--- src/rtl/node_delete_filter.sv ---
// Streaming delete-node filter: drops deleted node genes (recording them in the table)
// and connections touching deleted nodes; 1-cycle pass-through, stalls input while output is held.
module node_delete_filter #(
    parameter int DATA_WIDTH   = 8,
    parameter int WEIGHT_WIDTH = 16,
    parameter int CNT_WIDTH    = 16
) (
    input  logic                    clk,
    input  logic                    rst,
    input  logic                    start,
    output logic                    busy,
    output logic                    done,
    input  logic                    in_valid,
    output logic                    in_ready,
    input  logic                    in_is_conn,
    input  logic                    in_del,
    input  logic [DATA_WIDTH-1:0]   in_id1,
    input  logic [DATA_WIDTH-1:0]   in_id2,
    input  logic [WEIGHT_WIDTH-1:0] in_weight,
    input  logic                    in_last,
    output logic                    out_valid,
    input  logic                    out_ready,
    output logic                    out_is_conn,
    output logic [DATA_WIDTH-1:0]   out_id1,
    output logic [DATA_WIDTH-1:0]   out_id2,
    output logic [WEIGHT_WIDTH-1:0] out_weight,
    output logic                    out_last,
    output logic                    tbl_rst,
    output logic                    tbl_add,
    output logic                    tbl_conn,
    output logic [DATA_WIDTH-1:0]   tbl_node_id1,
    output logic [DATA_WIDTH-1:0]   tbl_node_id2,
    input  logic                    tbl_match,
    input  logic                    tbl_full,
    output logic [CNT_WIDTH-1:0]    del_count,
    output logic [CNT_WIDTH-1:0]    drop_count,
    output logic [CNT_WIDTH-1:0]    del_refused
);

    localparam logic [2:0] S_IDLE  = 3'd0;
    localparam logic [2:0] S_CLEAR = 3'd1;
    localparam logic [2:0] S_RUN   = 3'd2;
    localparam logic [2:0] S_DRAIN = 3'd3;
    localparam logic [2:0] S_DONE  = 3'd4;

    localparam logic [CNT_WIDTH-1:0] CNT_ONE = {{(CNT_WIDTH-1){1'b0}}, 1'b1};

    logic [2:0] state;
    logic       accept;
    logic       del_req;
    logic       drop_conn;
    logic       refuse;
    logic       pass;

    function automatic logic [CNT_WIDTH-1:0] sat_inc(input logic [CNT_WIDTH-1:0] v);
        return (&v) ? v : v + CNT_ONE;
    endfunction

    assign busy    = (state != S_IDLE);
    assign done    = (state == S_DONE);
    assign tbl_rst = (state == S_CLEAR);

    // Backpressure applies even to genes that would be dropped, keeping acceptance simple.
    assign in_ready = (state == S_RUN) && (!out_valid || out_ready);
    assign accept   = in_valid && in_ready;

    assign tbl_node_id1 = in_id1;
    assign tbl_node_id2 = in_is_conn ? in_id2 : in_id1;
    assign tbl_conn     = in_is_conn;

    assign del_req   = !in_is_conn && in_del;
    assign tbl_add   = accept && del_req && !tbl_full;
    assign refuse    = accept && del_req && tbl_full;
    assign drop_conn = accept && in_is_conn && tbl_match;
    assign pass      = accept && !tbl_add && !drop_conn;

    always_ff @(posedge clk) begin
        if (rst) begin
            state <= S_IDLE;
        end else begin
            case (state)
                S_IDLE:  if (start) state <= S_CLEAR;
                S_CLEAR: state <= S_RUN;
                S_RUN:   if (accept && in_last) state <= S_DRAIN;
                S_DRAIN: if (!out_valid) state <= S_DONE;
                S_DONE:  state <= S_IDLE;
                default: state <= S_IDLE;
            endcase
        end
    end

    always_ff @(posedge clk) begin
        if (rst) begin
            out_valid   <= 1'b0;
            out_is_conn <= 1'b0;
            out_id1     <= '0;
            out_id2     <= '0;
            out_weight  <= '0;
            out_last    <= 1'b0;
        end else if (pass) begin
            out_valid   <= 1'b1;
            out_is_conn <= in_is_conn;
            out_id1     <= in_id1;
            out_id2     <= in_id2;
            out_weight  <= in_weight;
            out_last    <= in_last;
        end else if (out_ready) begin
            out_valid   <= 1'b0;
        end
    end

    always_ff @(posedge clk) begin
        if (rst || state == S_CLEAR) begin
            del_count   <= '0;
            drop_count  <= '0;
            del_refused <= '0;
        end else begin
            if (tbl_add)   del_count   <= sat_inc(del_count);
            if (drop_conn) drop_count  <= sat_inc(drop_count);
            if (refuse)    del_refused <= sat_inc(del_refused);
        end
    end

endmodule

--- config.mk ---
export PLATFORM = sky130hd
export DESIGN_NAME = node_delete_filter
export DESIGN_NICKNAME = d
export VERILOG_FILES = /design/src/rtl/node_delete_filter.sv
export SDC_FILE = /design/constraint.sdc
export NUM_CORES = 1
export LEC_CHECK = 0
export ABC_AREA = 1
export CAP_MARGIN = 20
export CORE_MARGIN = 5
export CORE_UTILIZATION = 30
export CTS_BUF_LIST = sky130_fd_sc_hd__clkbuf_2 sky130_fd_sc_hd__clkbuf_4 sky130_fd_sc_hd__clkbuf_8
export DETAILED_ROUTE_END_ITERATION = 10
export PLACE_DENSITY = 0.57
export SLEW_MARGIN = 10
export SYNTH_ARGS = -nofsm -noshare
export SYNTH_HDL_FRONTEND = slang
export SYNTH_SLANG_ARGS = --single-unit
--- constraint.sdc ---
create_clock -name clk -period 2.1 [get_ports clk]
set_input_delay 0.42 -clock clk [delete_from_list [all_inputs] [get_ports clk]]
set_output_delay 0.42 -clock clk [all_outputs]
set_load 0.1 [all_outputs]
; After elaboration in Yosys (flattened, before gate mapping)
; Index checks and enable logic that the tools add are counted.
[op_classes]
n_addsub = 3
eq_ne = 7
n_mux = 7
bitwise_logic = 3
n_reduce_logical = 28
[ops]
columns = op, n
row1 = $add A16 B1 Y16 const B, 3
row2 = $reduce_and A16 Y1, 3
row3 = $pmux W3 S4, 1
row4 = $logic_and A1 B1 Y1, 11
row5 = $mux W3, 3
row6 = $mux W8, 1
row7 = $eq A3 B2 Y1 const B, 2
row8 = $reduce_and A2 Y1, 3
row9 = $logic_not A1 Y1, 5
row10 = $ne A2 B2 Y1 const B, 2
row11 = $eq A3 B1 Y1 const B, 1
row12 = $eq A3 B3 Y1 const B, 1
row13 = $logic_not A3 Y1, 1
row14 = $not A1 Y1, 3
row15 = $reduce_and A3 Y1, 1
row16 = $reduce_bool A3 Y1, 1
row17 = $logic_or A1 B1 Y1, 2
row18 = $mux W1, 2
row19 = $ne A2 B1 Y1 const B, 1
row20 = $reduce_bool A2 Y1, 1
[totals]
register_bits = 86
out_inout_bits = 105

; Depth between registers and ports, before layout
[depth]
word_depth = 10
ltp_mapped = 10
ltp_nobuf = 10

; Worst setup path before layout
; Ideal clock, no wire load.
[synth_path]
path_kind = reg2reg
from = register state[0]
to = register del_count[10]
setup_time_ns = 0.132
arrival_ns = 3.285
path_slack_ns = -1.317
path_stages_with_launch = 7
path_buffers = 1
period_less_slack_ns = 3.417
cell_sequence = dfxtp_1 inv_1 nor3_1 inv_1 nand2_1 buf_1 a21oi_1
[synth_between]
elab_cells_between_ends = 8
cone_classes = 2 x eq/ne / 6 x reduce/logical
[synth_rtl]
columns = element, line_no
row1 = "start, declared", 48  ; logic [2:0] state;
row2 = "start signal, assigned", 79  ; state <= S_IDLE;
row3 = "start signal, assigned", 82  ; S_IDLE: if (start) state <= S_CLEAR;
row4 = "start signal, assigned", 83  ; S_CLEAR: state <= S_RUN;
row5 = $eq A3 B1 Y1, --
row6 = via tbl_rst, 28  ; output logic tbl_rst,
row7 = $logic_or A1 B1 Y1, 113  ; if (rst || state == S_CLEAR) begin
row8 = "end signal, assigned", 118  ; if (tbl_add) del_count <= sat_inc(del_count);
row9 = "end, declared", 35  ; output logic [CNT_WIDTH-1:0] del_count,
; The timed path passes the listed nets, and every way through them passes these cells.
; A chain may end at the register's enable or synchronous reset.

; Final worst setup path
[layout_path]
from = register state[2]
to = output port tbl_add
[layout_between]
elab_chain_len = 5
[layout_lines]
columns = element, line_no
row1 = $eq A3 B2 Y1, 64  ; assign in_ready = (state == S_RUN) && (!out_valid || out_ready);
row2 = $logic_and A1 B1 Y1, 64
row3 = $logic_and A1 B1 Y1, 65  ; assign accept = in_valid && in_ready;
row4 = $logic_and A1 B1 Y1 (2 in series), 72  ; assign tbl_add = accept && del_req && !tbl_full;
row5 = "end, declared", 29  ; output logic tbl_add,
; No other way between the ends.

==> impl_metrics.py <==
metrics = {
    "timing": {
        "timing.fmax_mhz": 506,
        "setup_violations": 0,
        "period_needed_ns": 1.98,
        "maxSlewHeadroom_pct": 72.4,
        "worst_slew_pin_slew_ns": 0.413,
        "hold_viol": 0,
        "finClkSkew_ns": 0.00883,
        "slew_viol_final": 0,
        "fin_crit_sh_pct": 94.1,
        "rsz0062_at_grt": "false",
        "finalWorstSetupSlack_ns": 0.124,
    },
    "logic_synthesis": {
        "netlist_area_sq_um": 5070,
        "ys_types": 32,
        "avgSynthCellArea_sq_um": 6.15,
        "ys_seq_area_share_pct": 34.0,
        "yosys_warnings": 0,
        "synth_cells": 824,
        "synth.area.top_cells": "dfxtp_1 34%, nand2_1 18%, inv_1 11%",
        "synthMostInstantiatedCell": "nand2_1",
        "synth_edf_count": 0,
        "ys_top_cells_by_count": "248 x nand2_1, 152 x inv_1, 98 x nor2_1",
        "synthArstFlopShare_pct": 0,
        "synth_top_flop_cell": "dfxtp_1",
        "syn_nets": 869,
        "synth_top_cell_area_share_pct": 34.0,
        "synth_seq_cells": 86,
        "synth.largest_area_cell": "dfxtp_1",
    },
    "finish": {
        "syn2layout_area_growth_pct": 42.0,
        "fin_nets": 1021,
        "fill_cells": 1775,
        "drive_above_1_share_pct": 19.9,
        "utilization_pct": 43.4,
        "n_antenna_cell": 0,
    },
    "power": {
        "p_leak_uw": 0.00330,
        "peakVddDrop_uv": 378,
        "p_per_area_nw_per_um2": 660,
    },
    "clock_tree": {
        "clkTransAtPathRegs_ns": 0.08,
        "cts.path.max_buffers": 2,
        "htree_levels": 3,
        "cts-root-buf": "clkbuf_8",
        "clk_latency_ns": 0.36,
        "cts_tree": "done",
        "cts.sinks": 86,
        "numCtsBuffers": 9,
    },
    "detailed_routing": {
        "vias": 5280,
        "route.detailed.drc": 0,
        "drt-total-wl_um": 15000,
        "first_iter_violations": 244,
        "wl_per_cell_um": 12.5,
        "drtPass1Iterations": 4,
        "final_antenna_net_count": 0,
        "vias_per_cell": 4.41,
    },
    "global_route": {
        "antenna_found_initial": 1,
        "grt_pass1_wl_um": 24800,
        "grt_max_degree": 42,
        "grt_pass1_vias": 4819,
        "grt_usage_pct": 15.2,
        "gr-total-overflow": 0,
    },
    "die": {
        "die_area_sq_um": 19600,
        "initial_core_util_pct": 30.5,
        "dieHeight_um": 140,
        "ios": 147,
        "row_count": 47,
        "die_w_um": 140,
        "core_area_sq_um": 16600,
    },
    "run_status": {
        "status": "finished clean",
    },
    "setup_path": {
        "crit_path_end_kind": "output pin",
        "critPathLaunchType": "flop",
        "cp_max_fo": 3,
        "crit_arrival_ns": 1.56,
        "critPathKind": "reg -> out",
        "required_ns": 1.68,
    },
    "placement": {
        "place.gp.congestion": 0.805,
        "dp_hpwl_um": 11300,
        "dpl_worst_slack_ns": -0.0307,
        "portBuffers": 146,
    },
    "hold_path": {
        "holdCritPathClass": "reg -> reg",
    },
    "flow_run": {
        "max_cap_viol_count": 0,
    },
}
-- placed cells by master (no fill, tap or decap), types with 3 or more instances in the layout --
cell	count
clkbuf_8	10
nand3_1	41
inv_1	150
buf_4	107
dfxtp_2	22
ha_1	3
xnor2_1	5
a21oi_1	46
nand2_2	3
clkdlybuf4s50_1	37
nor2_4	4
xor2_1	15
o21ai_0	9
o21ai_1	8
inv_2	3
nand2_1	246
dfxtp_1	62
buf_12	29
nand3b_1	4
nand4_1	49
nor2_1	98
-- worst max-delay path: stages, from the launching register on --
cell and delay, ns:
dfxtp_4 0.38, inv_4 0.06, nand2_2 0.04, nor2_1 0.11, nand4_1 0.13, nor2_1 0.14, buf_4 0.16, buf_12 0.17
-- worst paths after layout --
check                              startpoint                          end  slack, ns  cells past startpoint
setup / recovery        state[2]$_SDFFE_PP0P_                      tbl_add       0.12                      7
hold / removal       out_is_conn$_SDFFE_PP0P_     out_is_conn$_SDFFE_PP0P_       0.46                      2
setup reg to reg  del_refused[1]$_SDFFE_PP0P_  del_refused[0]$_SDFFE_PP0P_       0.32                     10
hold reg to reg      out_is_conn$_SDFFE_PP0P_     out_is_conn$_SDFFE_PP0P_       0.46                      2
-- final cells by class --
type	count	area, sq um	share of cell area, %
clock buffers	11	145	2.02
clock inverters	2	35.0	0.487
inverters	155	584	8.12
multi-input cells	547	2600	36.2
flip-flops and latches	86	1760	24.4
well taps	220	275	3.83
repair buffers	177	1800	25.0
-- registers in the layout, summed over array words and instances (netlist names) --
register	cells
out_id1	8
state	3
del_count	16
drop_count	16
out_is_conn	1
out_id2	8
out_weight	16
out_valid	1
del_refused	16
out_last	1
-- logic make-up after synthesis --
kind of cell	Yosys count	synth area share, %
xor gates and xnor gates	20	3.46
and+or+nand+nor	458	39.9
DFF	86	34.0
AOI/OAI and AO/OA	66	6.64
buffers and inverters	191	15.3
adders and majority gates	3	0.741
-- stage by stage --
step	setup TNS (ns)	hold WS [ns]	area (sq um)	instances	total power, uW
2_1_floorplan	-2.51	0.482	5110	824	3060
3_3_place_gp	-0.0164	0.443	6960	1182	3610
3_5_place_dp	-0.0319	0.441	6960	1182	3610
4_1_cts	0	0.459	7150	1195	4810
5_1_grt	0	0.485	7190	1198	4980
6_report	0	0.457	7190	1198	4750
-- per-layer routing --
metal  up-vias  wire length (um)  global-route usage (%)
li1       2844                 -                       -
met1      2300              6870                    19.8
met2       118              6640                    23.6
met3        16              1260                    5.25
met4         2               227                    4.79
met5         -                13                       0
-- what timing repair did --
action                     CTS  global route
hold buffers                 0             0
gates resized for setup      5            10
setup endpoints to repair    1             2
setup buffers                0             3
pin swaps                    0             5
-- where the power goes --
group          internal [uW]  switching, uW
combinational            525           1290
sequential              1710           55.6
clock                    575            590
(Power assumes the default switching activity.)
